==> config.mk <==
export PLATFORM = sky130hd
export DESIGN_NAME = text_writer_flat
export DESIGN_NICKNAME = d
export VERILOG_FILES = /design/src/rtl/text_writer_pkg.sv /design/src/rtl/text_writer_if.sv /design/src/rtl/text_cursor.sv /design/src/rtl/text_writer.sv /design/src/flat_wrapper.sv
export SDC_FILE = /design/constraint.sdc
export NUM_CORES = 1
export LEC_CHECK = 0
export CORE_MARGIN = 8
export CORE_UTILIZATION = 46
export DETAILED_ROUTE_END_ITERATION = 10
export DONT_BUFFER_PORTS = 1
export SYNTH_ARGS = -nofsm -noshare
export SYNTH_HDL_FRONTEND = slang
export SYNTH_SLANG_ARGS = --single-unit
==> constraint.sdc <==
create_clock -name clk -period 2.2 [get_ports clk]
set_input_delay 0.44 -clock clk [delete_from_list [all_inputs] [get_ports clk]]
set_output_delay 0.44 -clock clk [all_outputs]
set_load 0.02 [all_outputs]
==> src/rtl/text_writer_pkg.sv <==
// Shared constants, state encoding and control-character codes for the text writer.
package text_writer_pkg;
    localparam int unsigned COLS_DEFAULT = 64;
    localparam int unsigned ROWS_DEFAULT = 16;
    localparam int unsigned ROW_W        = 4;
    localparam int unsigned COL_W        = 6;
    localparam int unsigned ADDR_W       = ROW_W + COL_W;
    localparam int unsigned DATA_W       = 8;

    localparam logic [DATA_W-1:0] CHAR_CR = 8'h0D;
    localparam logic [DATA_W-1:0] CHAR_LF = 8'h0A;
    localparam logic [DATA_W-1:0] CHAR_BS = 8'h08;
    localparam logic [DATA_W-1:0] CHAR_FF = 8'h0C;

    typedef enum logic {
        IDLE  = 1'b0,
        CLEAR = 1'b1
    } state_t;
endpackage

==> src/rtl/text_writer_if.sv <==
// Character/cursor input and display-RAM write bus of the text writer.
interface text_writer_if;
    import text_writer_pkg::*;

    logic              char_valid;
    logic [DATA_W-1:0] char_data;
    logic              char_ready;
    logic              clear_req;
    logic              set_cursor;
    logic [ROW_W-1:0]  cursor_row_in;
    logic [COL_W-1:0]  cursor_col_in;
    logic [ADDR_W-1:0] ram_Adr;
    logic [DATA_W-1:0] ram_Data;
    logic              write_Ram;
    logic              busy;
    logic [ROW_W-1:0]  cursor_row;
    logic [COL_W-1:0]  cursor_col;

    modport master (
        output char_valid, char_data, clear_req, set_cursor, cursor_row_in, cursor_col_in,
        input  char_ready, ram_Adr, ram_Data, write_Ram, busy, cursor_row, cursor_col
    );

    modport slave (
        input  char_valid, char_data, clear_req, set_cursor, cursor_row_in, cursor_col_in,
        output char_ready, ram_Adr, ram_Data, write_Ram, busy, cursor_row, cursor_col
    );
endinterface

==> src/rtl/text_cursor.sv <==
// Row/column cursor with advance, newline, carriage return, backspace and load; wraps without scrolling.
module text_cursor
    import text_writer_pkg::*;
#(
    parameter int unsigned COLS = COLS_DEFAULT,
    parameter int unsigned ROWS = ROWS_DEFAULT
) (
    input  logic             clk,
    input  logic             reset,
    input  logic             i_home,
    input  logic             i_load,
    input  logic [ROW_W-1:0] i_row,
    input  logic [COL_W-1:0] i_col,
    input  logic             i_advance,
    input  logic             i_newline,
    input  logic             i_cr,
    input  logic             i_bs,
    output logic [ROW_W-1:0] o_row,
    output logic [COL_W-1:0] o_col
);
    logic [ROW_W-1:0] r_row;
    logic [COL_W-1:0] r_col;
    logic             w_col_last;
    logic [ROW_W-1:0] w_row_inc;

    assign w_col_last = (r_col == COL_W'(COLS - 1));
    assign w_row_inc  = (r_row == ROW_W'(ROWS - 1)) ? '0 : r_row + ROW_W'(1);

    always_ff @(posedge clk) begin
        if (reset || i_home) begin
            r_row <= '0;
            r_col <= '0;
        end else if (i_load) begin
            r_row <= i_row;
            r_col <= i_col;
        end else if (i_advance) begin
            r_col <= w_col_last ? '0 : r_col + COL_W'(1);
            if (w_col_last)
                r_row <= w_row_inc;
        end else if (i_newline) begin
            r_row <= w_row_inc;
        end else if (i_cr) begin
            r_col <= '0;
        end else if (i_bs && (r_col != '0)) begin
            r_col <= r_col - COL_W'(1);
        end
    end

    assign o_row = r_row;
    assign o_col = r_col;
endmodule

==> src/rtl/text_writer.sv <==
// Writes characters into a COLS x ROWS display RAM at the cursor and clears the screen on request/reset.
// Optional macro TEXT_WRITER_CTRL_CHARS_EN: CR/LF/BS/FF act as controls instead of glyphs.
module text_writer
    import text_writer_pkg::*;
#(
    parameter int unsigned       COLS       = COLS_DEFAULT,
    parameter int unsigned       ROWS       = ROWS_DEFAULT,
    parameter logic [DATA_W-1:0] CLEAR_CHAR = 8'h20
) (
    input  logic          clk,
    input  logic          reset,
    text_writer_if.slave  bus
);
    state_t            r_state, w_next;
    logic [ADDR_W-1:0] r_clr_cnt, w_clr_cnt;
    logic [ADDR_W-1:0] r_adr, w_adr;
    logic [DATA_W-1:0] r_data, w_data;
    logic              r_wr, w_wr;
    logic              w_load, w_advance, w_newline, w_cr, w_bs;
    logic [ROW_W-1:0]  w_row;
    logic [COL_W-1:0]  w_col;

    always_ff @(posedge clk) begin
        if (reset) begin
            r_state   <= CLEAR;
            r_clr_cnt <= '0;
            r_adr     <= '0;
            r_data    <= '0;
            r_wr      <= 1'b0;
        end else begin
            r_state   <= w_next;
            r_clr_cnt <= w_clr_cnt;
            r_adr     <= w_adr;
            r_data    <= w_data;
            r_wr      <= w_wr;
        end
    end

    always_comb begin
        w_next    = r_state;
        w_clr_cnt = r_clr_cnt;
        w_adr     = r_adr;
        w_data    = r_data;
        w_wr      = 1'b0;
        w_load    = 1'b0;
        w_advance = 1'b0;
        w_newline = 1'b0;
        w_cr      = 1'b0;
        w_bs      = 1'b0;
        unique case (r_state)
            IDLE: begin
                if (bus.clear_req) begin
                    w_next    = CLEAR;
                    w_clr_cnt = '0;
                end else if (bus.set_cursor) begin
                    w_load = 1'b1;
                end else if (bus.char_valid) begin
`ifdef TEXT_WRITER_CTRL_CHARS_EN
                    case (bus.char_data)
                        CHAR_CR: w_cr      = 1'b1;
                        CHAR_LF: w_newline = 1'b1;
                        CHAR_BS: w_bs      = 1'b1;
                        CHAR_FF: begin
                            w_next    = CLEAR;
                            w_clr_cnt = '0;
                        end
                        default: begin
                            w_wr      = 1'b1;
                            w_adr     = {w_row, w_col};
                            w_data    = bus.char_data;
                            w_advance = 1'b1;
                        end
                    endcase
`else
                    w_wr      = 1'b1;
                    w_adr     = {w_row, w_col};
                    w_data    = bus.char_data;
                    w_advance = 1'b1;
`endif
                end
            end
            CLEAR: begin
                w_wr      = 1'b1;
                w_adr     = r_clr_cnt;
                w_data    = CLEAR_CHAR;
                w_clr_cnt = r_clr_cnt + ADDR_W'(1);
                if (r_clr_cnt == ADDR_W'(COLS * ROWS - 1))
                    w_next = IDLE;
            end
        endcase
    end

    // Cursor is held at home for every clear cycle, so it leaves CLEAR at (0,0).
    text_cursor #(
        .COLS (COLS),
        .ROWS (ROWS)
    ) u_cursor (
        .clk       (clk),
        .reset     (reset),
        .i_home    (r_state == CLEAR),
        .i_load    (w_load),
        .i_row     (bus.cursor_row_in),
        .i_col     (bus.cursor_col_in),
        .i_advance (w_advance),
        .i_newline (w_newline),
        .i_cr      (w_cr),
        .i_bs      (w_bs),
        .o_row     (w_row),
        .o_col     (w_col)
    );

    assign bus.busy       = (r_state == CLEAR);
    assign bus.char_ready = (r_state == IDLE) && !bus.clear_req && !bus.set_cursor;
    assign bus.ram_Adr    = r_adr;
    assign bus.ram_Data   = r_data;
    assign bus.write_Ram  = r_wr;
    assign bus.cursor_row = w_row;
    assign bus.cursor_col = w_col;
endmodule

==> src/flat_wrapper.sv <==
// flat-port wrapper written by rule: the top's interface ports become plain ports
module text_writer_flat import text_writer_pkg::*;
#(
    parameter int unsigned       COLS       = COLS_DEFAULT,
    parameter int unsigned       ROWS       = ROWS_DEFAULT,
    parameter logic [DATA_W-1:0] CLEAR_CHAR = 8'h20
)
  (clk, reset, bus_char_valid, bus_char_data, bus_clear_req, bus_set_cursor, bus_cursor_row_in, bus_cursor_col_in, bus_char_ready, bus_ram_Adr, bus_ram_Data, bus_write_Ram, bus_busy, bus_cursor_row, bus_cursor_col);
  text_writer_if bus_i ();
  input  logic clk;
  input  logic reset;
  input wire logic [$bits(bus_i.char_valid)-1:0] bus_char_valid;
  input wire logic [$bits(bus_i.char_data)-1:0] bus_char_data;
  input wire logic [$bits(bus_i.clear_req)-1:0] bus_clear_req;
  input wire logic [$bits(bus_i.set_cursor)-1:0] bus_set_cursor;
  input wire logic [$bits(bus_i.cursor_row_in)-1:0] bus_cursor_row_in;
  input wire logic [$bits(bus_i.cursor_col_in)-1:0] bus_cursor_col_in;
  output wire logic [$bits(bus_i.char_ready)-1:0] bus_char_ready;
  output wire logic [$bits(bus_i.ram_Adr)-1:0] bus_ram_Adr;
  output wire logic [$bits(bus_i.ram_Data)-1:0] bus_ram_Data;
  output wire logic [$bits(bus_i.write_Ram)-1:0] bus_write_Ram;
  output wire logic [$bits(bus_i.busy)-1:0] bus_busy;
  output wire logic [$bits(bus_i.cursor_row)-1:0] bus_cursor_row;
  output wire logic [$bits(bus_i.cursor_col)-1:0] bus_cursor_col;
  assign bus_i.char_valid = bus_char_valid;
  assign bus_i.char_data = bus_char_data;
  assign bus_i.clear_req = bus_clear_req;
  assign bus_i.set_cursor = bus_set_cursor;
  assign bus_i.cursor_row_in = bus_cursor_row_in;
  assign bus_i.cursor_col_in = bus_cursor_col_in;
  assign bus_char_ready = bus_i.char_ready;
  assign bus_ram_Adr = bus_i.ram_Adr;
  assign bus_ram_Data = bus_i.ram_Data;
  assign bus_write_Ram = bus_i.write_Ram;
  assign bus_busy = bus_i.busy;
  assign bus_cursor_row = bus_i.cursor_row;
  assign bus_cursor_col = bus_i.cursor_col;
  text_writer #(.COLS(COLS), .ROWS(ROWS), .CLEAR_CHAR(CLEAR_CHAR)) u_core (.clk(clk), .reset(reset), .bus(bus_i));
endmodule
; Yosys cells after proc, flatten, opt, wreduce, memory -nomap -nowiden
; Index checks and enable logic that the tools add are counted.
[op_classes]
n_addsub = 3
n_eq_ne = 7
muxes = 28
bitwise_logic = 1
n_reduce_logical = 9
[ops]
columns = operator, count
row1 = $mux 10, 4
row2 = $pmux 10 s2, 2
row3 = $mux 8, 3
row4 = $mux 6, 3
row5 = $mux 4, 4
row6 = $pmux 8 s2, 1
row7 = $add 10x1->10 const B, 1
row8 = $eq 10x10->1 const B, 1
row9 = $mux 1, 9
row10 = $ne 2x2->1 const B, 4
row11 = $add 6x1->6 const B, 1
row12 = $eq 6x6->1 const B, 1
row13 = $add 4x1->4 const B, 1
row14 = $eq 4x4->1 const B, 1
row15 = $pmux 1 s2, 2
row16 = $reduce_bool 2->1, 2
row17 = $reduce_and 3->1, 1
row18 = $logic_and 1x1->1, 2
row19 = $logic_not 1->1, 2
row20 = $reduce_and 2->1, 1
row21 = $logic_or 1x1->1, 1
row22 = $not 1->1, 1
[totals]
regBits = 40
output_inout_bits = 31

; Depth between registers and ports, before layout
; Gate-level depths: netlist (run 1).
[logic_depth]
ltp_word = 6
ltp_mapped = 6
ltp_nobuf = 5

; Cells and area by module
; Synthesis (run 1) repeated with hierarchy kept, for this count alone.
[hier_totals]
hier_cells = 253
area_unflattened_um2 = 2130.8
[modules_own_cells]
columns = mod, n_inst, cells_each, area_per_inst_um2
row1 = text_writer, 1, 141, 1267.5
row2 = text_cursor, 1, 112, 863.3

; Worst setup path after synthesis (run 1)
; No wires, ideal clock.
[synth_path]
kind = input port to flip-flop
startpoint = input bus_clear_req
endpoint = register u_core.u_cursor.r_row[0] (netlist: u_core.u_cursor.o_row[0])
t_arrival_ns = 1.758
required_time_ns = 2.065
setup_slack_ns = 0.308
path_stages = 6
cell_sequence = buf_4 -> or4b_4 -> buf_6 -> nor3_4 -> mux2i_1 -> a211oi_2
[synth_via]
elab_chain_len = 4
[synth_rtl]
columns = item, line
row1 = start: declaration, flat_wrapper.sv:14  ; input wire logic [$bits(bus_i.clear_req)-1:0] bus_clear_req;
row2 = $mux 1, text_writer.sv:52  ; if (bus.clear_req) begin
row3 = $mux 1, text_writer.sv:50  ; unique case (r_state)
row4 = $reduce_bool 2->1 (no line), -
row5 = $reduce_and 2->1 (no line), -
row6 = end signal: assignment, text_cursor.sv:34  ; r_row <= i_row;
row7 = end signal: assignment, text_cursor.sv:39  ; r_row <= w_row_inc;
row8 = end signal: assignment, text_cursor.sv:41  ; r_row <= w_row_inc;
row9 = end: declaration, text_cursor.sv:21  ; logic [ROW_W-1:0] r_row;
; Parallel ways exist; a longest one is shown, timed or not.
; A chain may end at the register's enable or synchronous reset.

; Worst setup path in the final report (run 1)
[layout_path]
startpoint = register u_core.u_cursor.r_col[1] (netlist: u_core.u_cursor.o_col[1])
endpoint = register u_core.u_cursor.r_row[0] (netlist: u_core.u_cursor.o_row[0])
[layout_via]
elab_chain_len = 3
[layout_rtl]
columns = item, line
row1 = start: declaration, text_cursor.sv:22  ; logic [COL_W-1:0] r_col;
row2 = start signal: assignment, text_cursor.sv:35  ; r_col <= i_col;
row3 = start signal: assignment, text_cursor.sv:37  ; r_col <= w_col_last ? '0 : r_col + COL_W'(1);
row4 = start signal: assignment, text_cursor.sv:45  ; r_col <= r_col - COL_W'(1);
row5 = $eq 6x6->1, text_cursor.sv:26  ; assign w_col_last = (r_col == COL_W'(COLS - 1));
row6 = $reduce_bool 2->1 (no line), -
row7 = $reduce_and 2->1 (no line), -
; Every way passes these cells.

==> results.yml, run 1 <==
outcome:
  status: "finished clean"
cts:
  cts_buffer_depth: 2
  cts.htree.levels: 2
  cts_resized: 0
  hold_buffers: 0
  clk_pin_slew_worst_paths_ns: 0.08
  cts_tree: "done"
  clock-root-buffer: "clkbuf_8"
  clock_latency_ns: 0.29
  clock-sinks: 40
  cts_inserted_buffers: 5
  cts_setup_buffers: 0
cells_and_area:
  nFillCells: 389
  final_net_count: 246
  multiInputGateArea_sq_um: 1010
  area_delta_synth_final_pct: 7.27
  drive_gt1_frac: 0.113
  n_antenna_cell: 0
  layout.area.seq_sq_um: 801
sta:
  post-route-min-period_ns: 1.87
  setup_tns_ns: 0
  skew_ns: 0.00529
  period_share: 0.850
  worst_pin_slew_ns: 0.641
  max-slew-margin-rel: 0.571
  rsz0062_at_grt: "false"
  slew_viol_final: 0
  hold_viol: 0
  finalHoldWorstSlack_ns: 0.205
  max_freq_mhz: 535
  setup_violations: 0
routing:
  drt_iter0_markers: 151
  routed_wl_um: 4990
  drtPass1Iterations: 4
  remaining_drc_errors: 0
  vias: 1682
  ant_nets: 0
  routedWlPerCell_um: 18.4
  via_per_inst: 6.21
floorplan:
  die_h_um: 80.2
  fp.dieW_um: 80.2
  die_area_sq_um: 6420
  rows: 23
  io_pins: 54
  core_area_sq_um: 3970
  start_util: 0.477
global_routing:
  grt_pass1_vias: 1633
  grt_pass1_wl_um: 7990
  grt_max_degree: 33
  antenna_found_initial: 0
  grt_usage: 0.157
  grt_remaining_overflow: 0
logic_synthesis:
  synth_edf_count: 0
  yosysWarnings: 0
  synth_area_per_cell_sq_um: 8.57
  synth_compound_area_frac: 0.187
  synth_mux_area_frac: 0.0502
  synth_xor_area_frac: 0.00925
  synthSimpleGateAreaFrac: 0.266
  synthArstFlopShare: 0
  ys_types: 46
  synth.net_count: 247
  synthAdderAreaFrac: 0.0198
  synth_flop_cell: "dfxtp_1"
  ys_seq_area_frac: 0.423
  synth_seq_cells: 40
  synth_top_family_by_area: "simple AND/OR/NAND/NOR gates"
  synthCells: 221
  netlist_area_sq_um: 1890
power_and_ir_drop:
  cellPowerDensity_nw_per_um2: 636
  p_sw_w: 0.000291
  power_leakage_nw: 0.650
  p_int_w: 0.00100
  clkPwrFrac: 0.402
  p_sw_frac: 0.226
  p_seq_frac: 0.578
  peakVddDrop_v: 0.000369
  power_frac_comb: 0.019
placement:
  numPortBuffers: 0
  hpwl_um: 3690
  gp_congestion: 0.869
worst_setup_path:
  required_ns: 2.37
  criticalPathCategory: "register to register"
  r2r-end: "u_core.u_cursor.o_row[0]"
  cp.arrival_ns: 2.04
  crit_fanout: 6
  cp-end-kind: "register"
  ff2ff_setup_slack_ns: 0.33
  startpoint_type: "register"
  r2r-start: "u_core.u_cursor.o_col[1]"
  worstRegToRegCells: 5
worst_hold_path:
  min_to: "u_core.bus.ram_Data[0]"
  hp-class: "primary input to register"
  min_from: "reset"
  worstHoldPathCells: 1
run:
  drv_cap: 0
[cells by family after synthesis]
family / after synthesis
flip-flops: 40
buffers and inverters: 17
adder cells (fa/ha/maj): 3
AO/OA/AOI/OAI: 54
XOR/XNOR: 2
multiplexers: 9
AND/OR/NAND/NOR: 96
[worst max path at each step]
stage / start / to / slack, ns / cells past startpoint
floorplan: bus_clear_req / u_core.u_cursor.o_row[0] / 0.31 / 6
global placement: bus_clear_req / u_core.u_cursor.o_row[0] / 0.46 / 4
detailed placement: u_core.u_cursor.o_col[1] / u_core.u_cursor.o_row[0] / 0.36 / 5
CTS: u_core.u_cursor.o_col[1] / u_core.u_cursor.o_row[0] / 0.33 / 5
global route: u_core.u_cursor.o_col[1] / u_core.u_cursor.o_row[0] / 0.24 / 5
finish: u_core.u_cursor.o_col[1] / u_core.u_cursor.o_row[0] / 0.33 / 5
[power by group through the flow]
stage	sequential, W	combinational (W)	clock [W]
floorplan	0.000761	0.0000326	0
global placement	0.000765	0.0000246	0
detailed placement	0.000765	0.0000256	0
CTS	0.000747	0.0000255	0.000526
global route	0.000749	0.0000293	0.000555
finish	0.000747	0.0000250	0.000520
[cell usage after synthesis (4+ instances only)]
cell      instances  area (sq um)
nor2_1           24          90.1
nor3_1            7          35.0
o21ai_0           6          30.0
a22oi_1           7          52.6
dfxtp_1          40           801
clkbuf_1          9          33.8
mux2_2            4          45.0
nand2_1          25          93.8
mux2i_1           5          50.1
nand3_1           7          35.0
nand3b_1          9          67.6
a21oi_1          15          75.1
a31oi_1          11          68.8
[critical path, cell delays in order, from the launching register on]
cell and delay (ns):
dfxtp_1 0.55, ha_1 0.28, nand3_1 0.20, nor3_4 0.31, mux2i_1 0.29, a211oi_2 0.10
[cells in the final DEF (no fill, tap or decap), drive strengths merged, types with 2 or more instances in the layout]
cell,synthesis,layout
buf,5,6
mux2i,5,5
clkinvlp,0,2
o311ai,2,2
inv,3,3
or2,3,3
a21o,2,2
ha,3,3
a22oi,7,7
a31oi,11,11
and3,3,3
or4,2,2
clkbuf,9,6
o211ai,2,2
nor3,8,8
nand4,3,3
nand3b,9,9
o21ai,6,6
nor3b,3,3
mux2,4,4
a211oi,2,2
nor2b,2,2
nor2,24,24
nand2,25,25
nand3,7,7
dfxtp,40,40
a21oi,15,15
[layout make-up]
cell class              count  area share
repair buffers              6      0.0222
clock inverters             2     0.00739
flip-flops and latches     40       0.394
inverters                   3     0.00555
clock buffers               6      0.0407
multi-input cells         164       0.499
well taps                  50      0.0308
[flip-flops by register name (all words and copies together) (netlist names)]
register / cells
u_core.bus.write_Ram: 1
u_core.bus.busy: 1
u_core.bus.ram_Data: 8
u_core.u_cursor.o_col: 6
u_core.bus.ram_Adr: 10
u_core.r_clr_cnt: 10
u_core.u_cursor.o_row: 4
[through the flow]
step	utilization	total power [W]	std cells	instance area, sq um	setup slack, ns
after floorplan	-	0.000794	221	1890	0.308
after global placement	0.487	0.000789	263	1930	0.460
after detailed placement	0.487	0.000790	263	1930	0.355
after CTS	0.511	0.00130	271	2030	0.333
after global routing	0.511	0.00133	271	2030	0.239
final	0.511	0.00129	271	2030	0.331
[metal layers]
| metal | vias up | wire [um] | track usage |
|---|---|---|---|
| met5 | - | 0 | 0 |
| met4 | 0 | 74 | 0.0545 |
| met3 | 8 | 498 | 0.0714 |
| met2 | 69 | 2320 | 0.248 |
| met1 | 799 | 2100 | 0.182 |
| li1 | 806 | - | - |
(Power assumes the default switching activity.)
==> inputs of run 2 (changes only) <==
==> constraint.sdc (replaced) <==
create_clock -name clk -period 1.81 [get_ports clk]
set_input_delay 0.362 -clock clk [delete_from_list [all_inputs] [get_ports clk]]
set_output_delay 0.362 -clock clk [all_outputs]
set_load 0.02 [all_outputs]
==> run 2 against run 1 <==
Against the previous run: critical path depth is 1 lower; clock skew is 0.0032 ns lower; power rose by 29%; die area unchanged; core utilization up 1.5 points; clock power increased by 39%; register-to-register slack lost 0.20 ns; worst setup slack worse by 0.20 ns; non-clock buffer count is 6 higher.
==> results.yml, run 2 (synthesized netlist as in run 1, its figures left out) <==
outcome:
  status: "finished clean"
global_routing:
  grt_remaining_overflow: 0
  grt_max_degree: 33
  grt_usage: 0.159
  grt_pass1_vias: 1686
  grt_pass1_wl_um: 8090
  antenna_found_initial: 0
placement:
  numPortBuffers: 0
  placed_area_sq_um: 1980
  dpl.cell_count: 269
  gp_congestion: 0.824
  hpwl_um: 3820
cts:
  cts_inserted_buffers: 5
  clock_latency_ns: 0.28
  cts.htree.levels: 2
  clk_pin_slew_worst_paths_ns: 0.08
  hold_buffers: 0
  cts_tree: "done"
  clock-root-buffer: "clkbuf_8"
  cts_buffer_depth: 2
  clock-sinks: 40
  cts_setup_buffers: 0
  cts_resized: 0
cells_and_area:
  final_util: 0.526
  layout_commonest_cell: "dfxtp_1"
  final_net_count: 252
  final_cell_mix: "dfxtp_1, nand2_1, nor2_1"
  final_cells: 277
  area_delta_synth_final_pct: 10.4
  drive_gt1_frac: 0.141
  n_antenna_cell: 0
  final_area_sq_um: 2090
run:
  drv_cap: 0
worst_setup_path:
  critPathMaxStageDelay_ns: 0.62
  required_ns: 1.97
  startpoint_type: "register"
  slowest_stage: "or4b_4"
  cp-end-kind: "register"
  cp.arrival_ns: 1.84
  criticalPathCategory: "register to register"
  cp_cell_sequence: "or4b_4 -> nor3_4 -> mux2i_1 -> a211oi_2"
  critPathBufInv: 0
  cp_top_family: "simple AND/OR/NAND/NOR gates"
  crit_fanout: 9
sta:
  rsz0062_at_grt: "false"
  max-slew-margin-rel: 0.581
  setup_violations: 0
  skew_ns: 0.00211
  worst_pin_slew_ns: 0.627
  slew_viol_final: 0
  max_freq_mhz: 597
  period_share: 0.926
  hold_viol: 0
  post-route-min-period_ns: 1.68
  setup_tns_ns: 0
routing:
  ant_nets: 0
  routed_wl_um: 5150
  routedWlPerCell_um: 18.6
  remaining_drc_errors: 0
  vias: 1695
  drtPass1Iterations: 4
  via_per_inst: 6.12
  drt_iter0_markers: 128
worst_hold_path:
  hp-class: "primary input to register"
floorplan:
  io_pins: 54
  die_area_sq_um: 6420
  fp.dieW_um: 80.2
  rows: 23
  die_h_um: 80.2
  start_util: 0.477
  core_area_sq_um: 3970
power_and_ir_drop:
  power_leakage_nw: 0.693
  peakVddDrop_v: 0.000399
  cellPowerDensity_nw_per_um2: 795
==> run 2: cell type report <==
| class | instances | area (sq um) |
|---|---|---|
| fillers | 381 | 1880 |
| repair buffers | 12 | 90.1 |
| clock inverters | 3 | 42.5 |
| inverters | 3 | 11.3 |
| multi-input cells | 164 | 1010 |
| well taps | 50 | 62.6 |
| flip-flops and latches | 40 | 802 |
| clock buffers | 5 | 68.8 |
==> run 2: metrics by stage <==
step	total power, W	hold WS (ns)	worst slack, ns
6_report	0.00166	0.136	0.134
5_1_grt	0.00172	0.120	0.0674
4_1_cts	0.00168	0.129	0.121
3_5_place_dp	0.000961	0.439	0.133
3_3_place_gp	0.000959	0.437	0.196
2_1_floorplan	0.000965	0.469	0.0594
==> run 2: final timing paths <==
check | from | slack (ns) | end | depth (start not counted)
max reg2reg | u_core.bus.busy | 0.13 | u_core.u_cursor.o_row[0] | 4
max | u_core.bus.busy | 0.13 | u_core.u_cursor.o_row[0] | 4
min | reset | 0.14 | u_core.bus.write_Ram | 1
min reg2reg | u_core.r_clr_cnt[9] | 0.50 | u_core.bus.ram_Adr[9] | 2
==> run 2: routing by layer <==
metal	GRT usage	routed length (um)	up-vias
li1	-	-	815
met1	0.180	2130	803
met2	0.252	2360	73
met3	0.0804	593	4
met4	0.0491	56	0
met5	0	0	-
==> run 2: worst reg2reg max path, cell delays in order (launching register included) <==
cell and delay [ns]:
dfxtp_2 0.37, or4b_4 0.62, nor3_4 0.22, mux2i_1 0.25, a211oi_2 0.09
==> run 2: where the power goes <==
part	internal, W	switching (W)	leakage, nW
sequential	0.000890	0.0000173	0.323
combinational	0.0000169	0.0000149	0.316
clock	0.000408	0.000315	0.0541
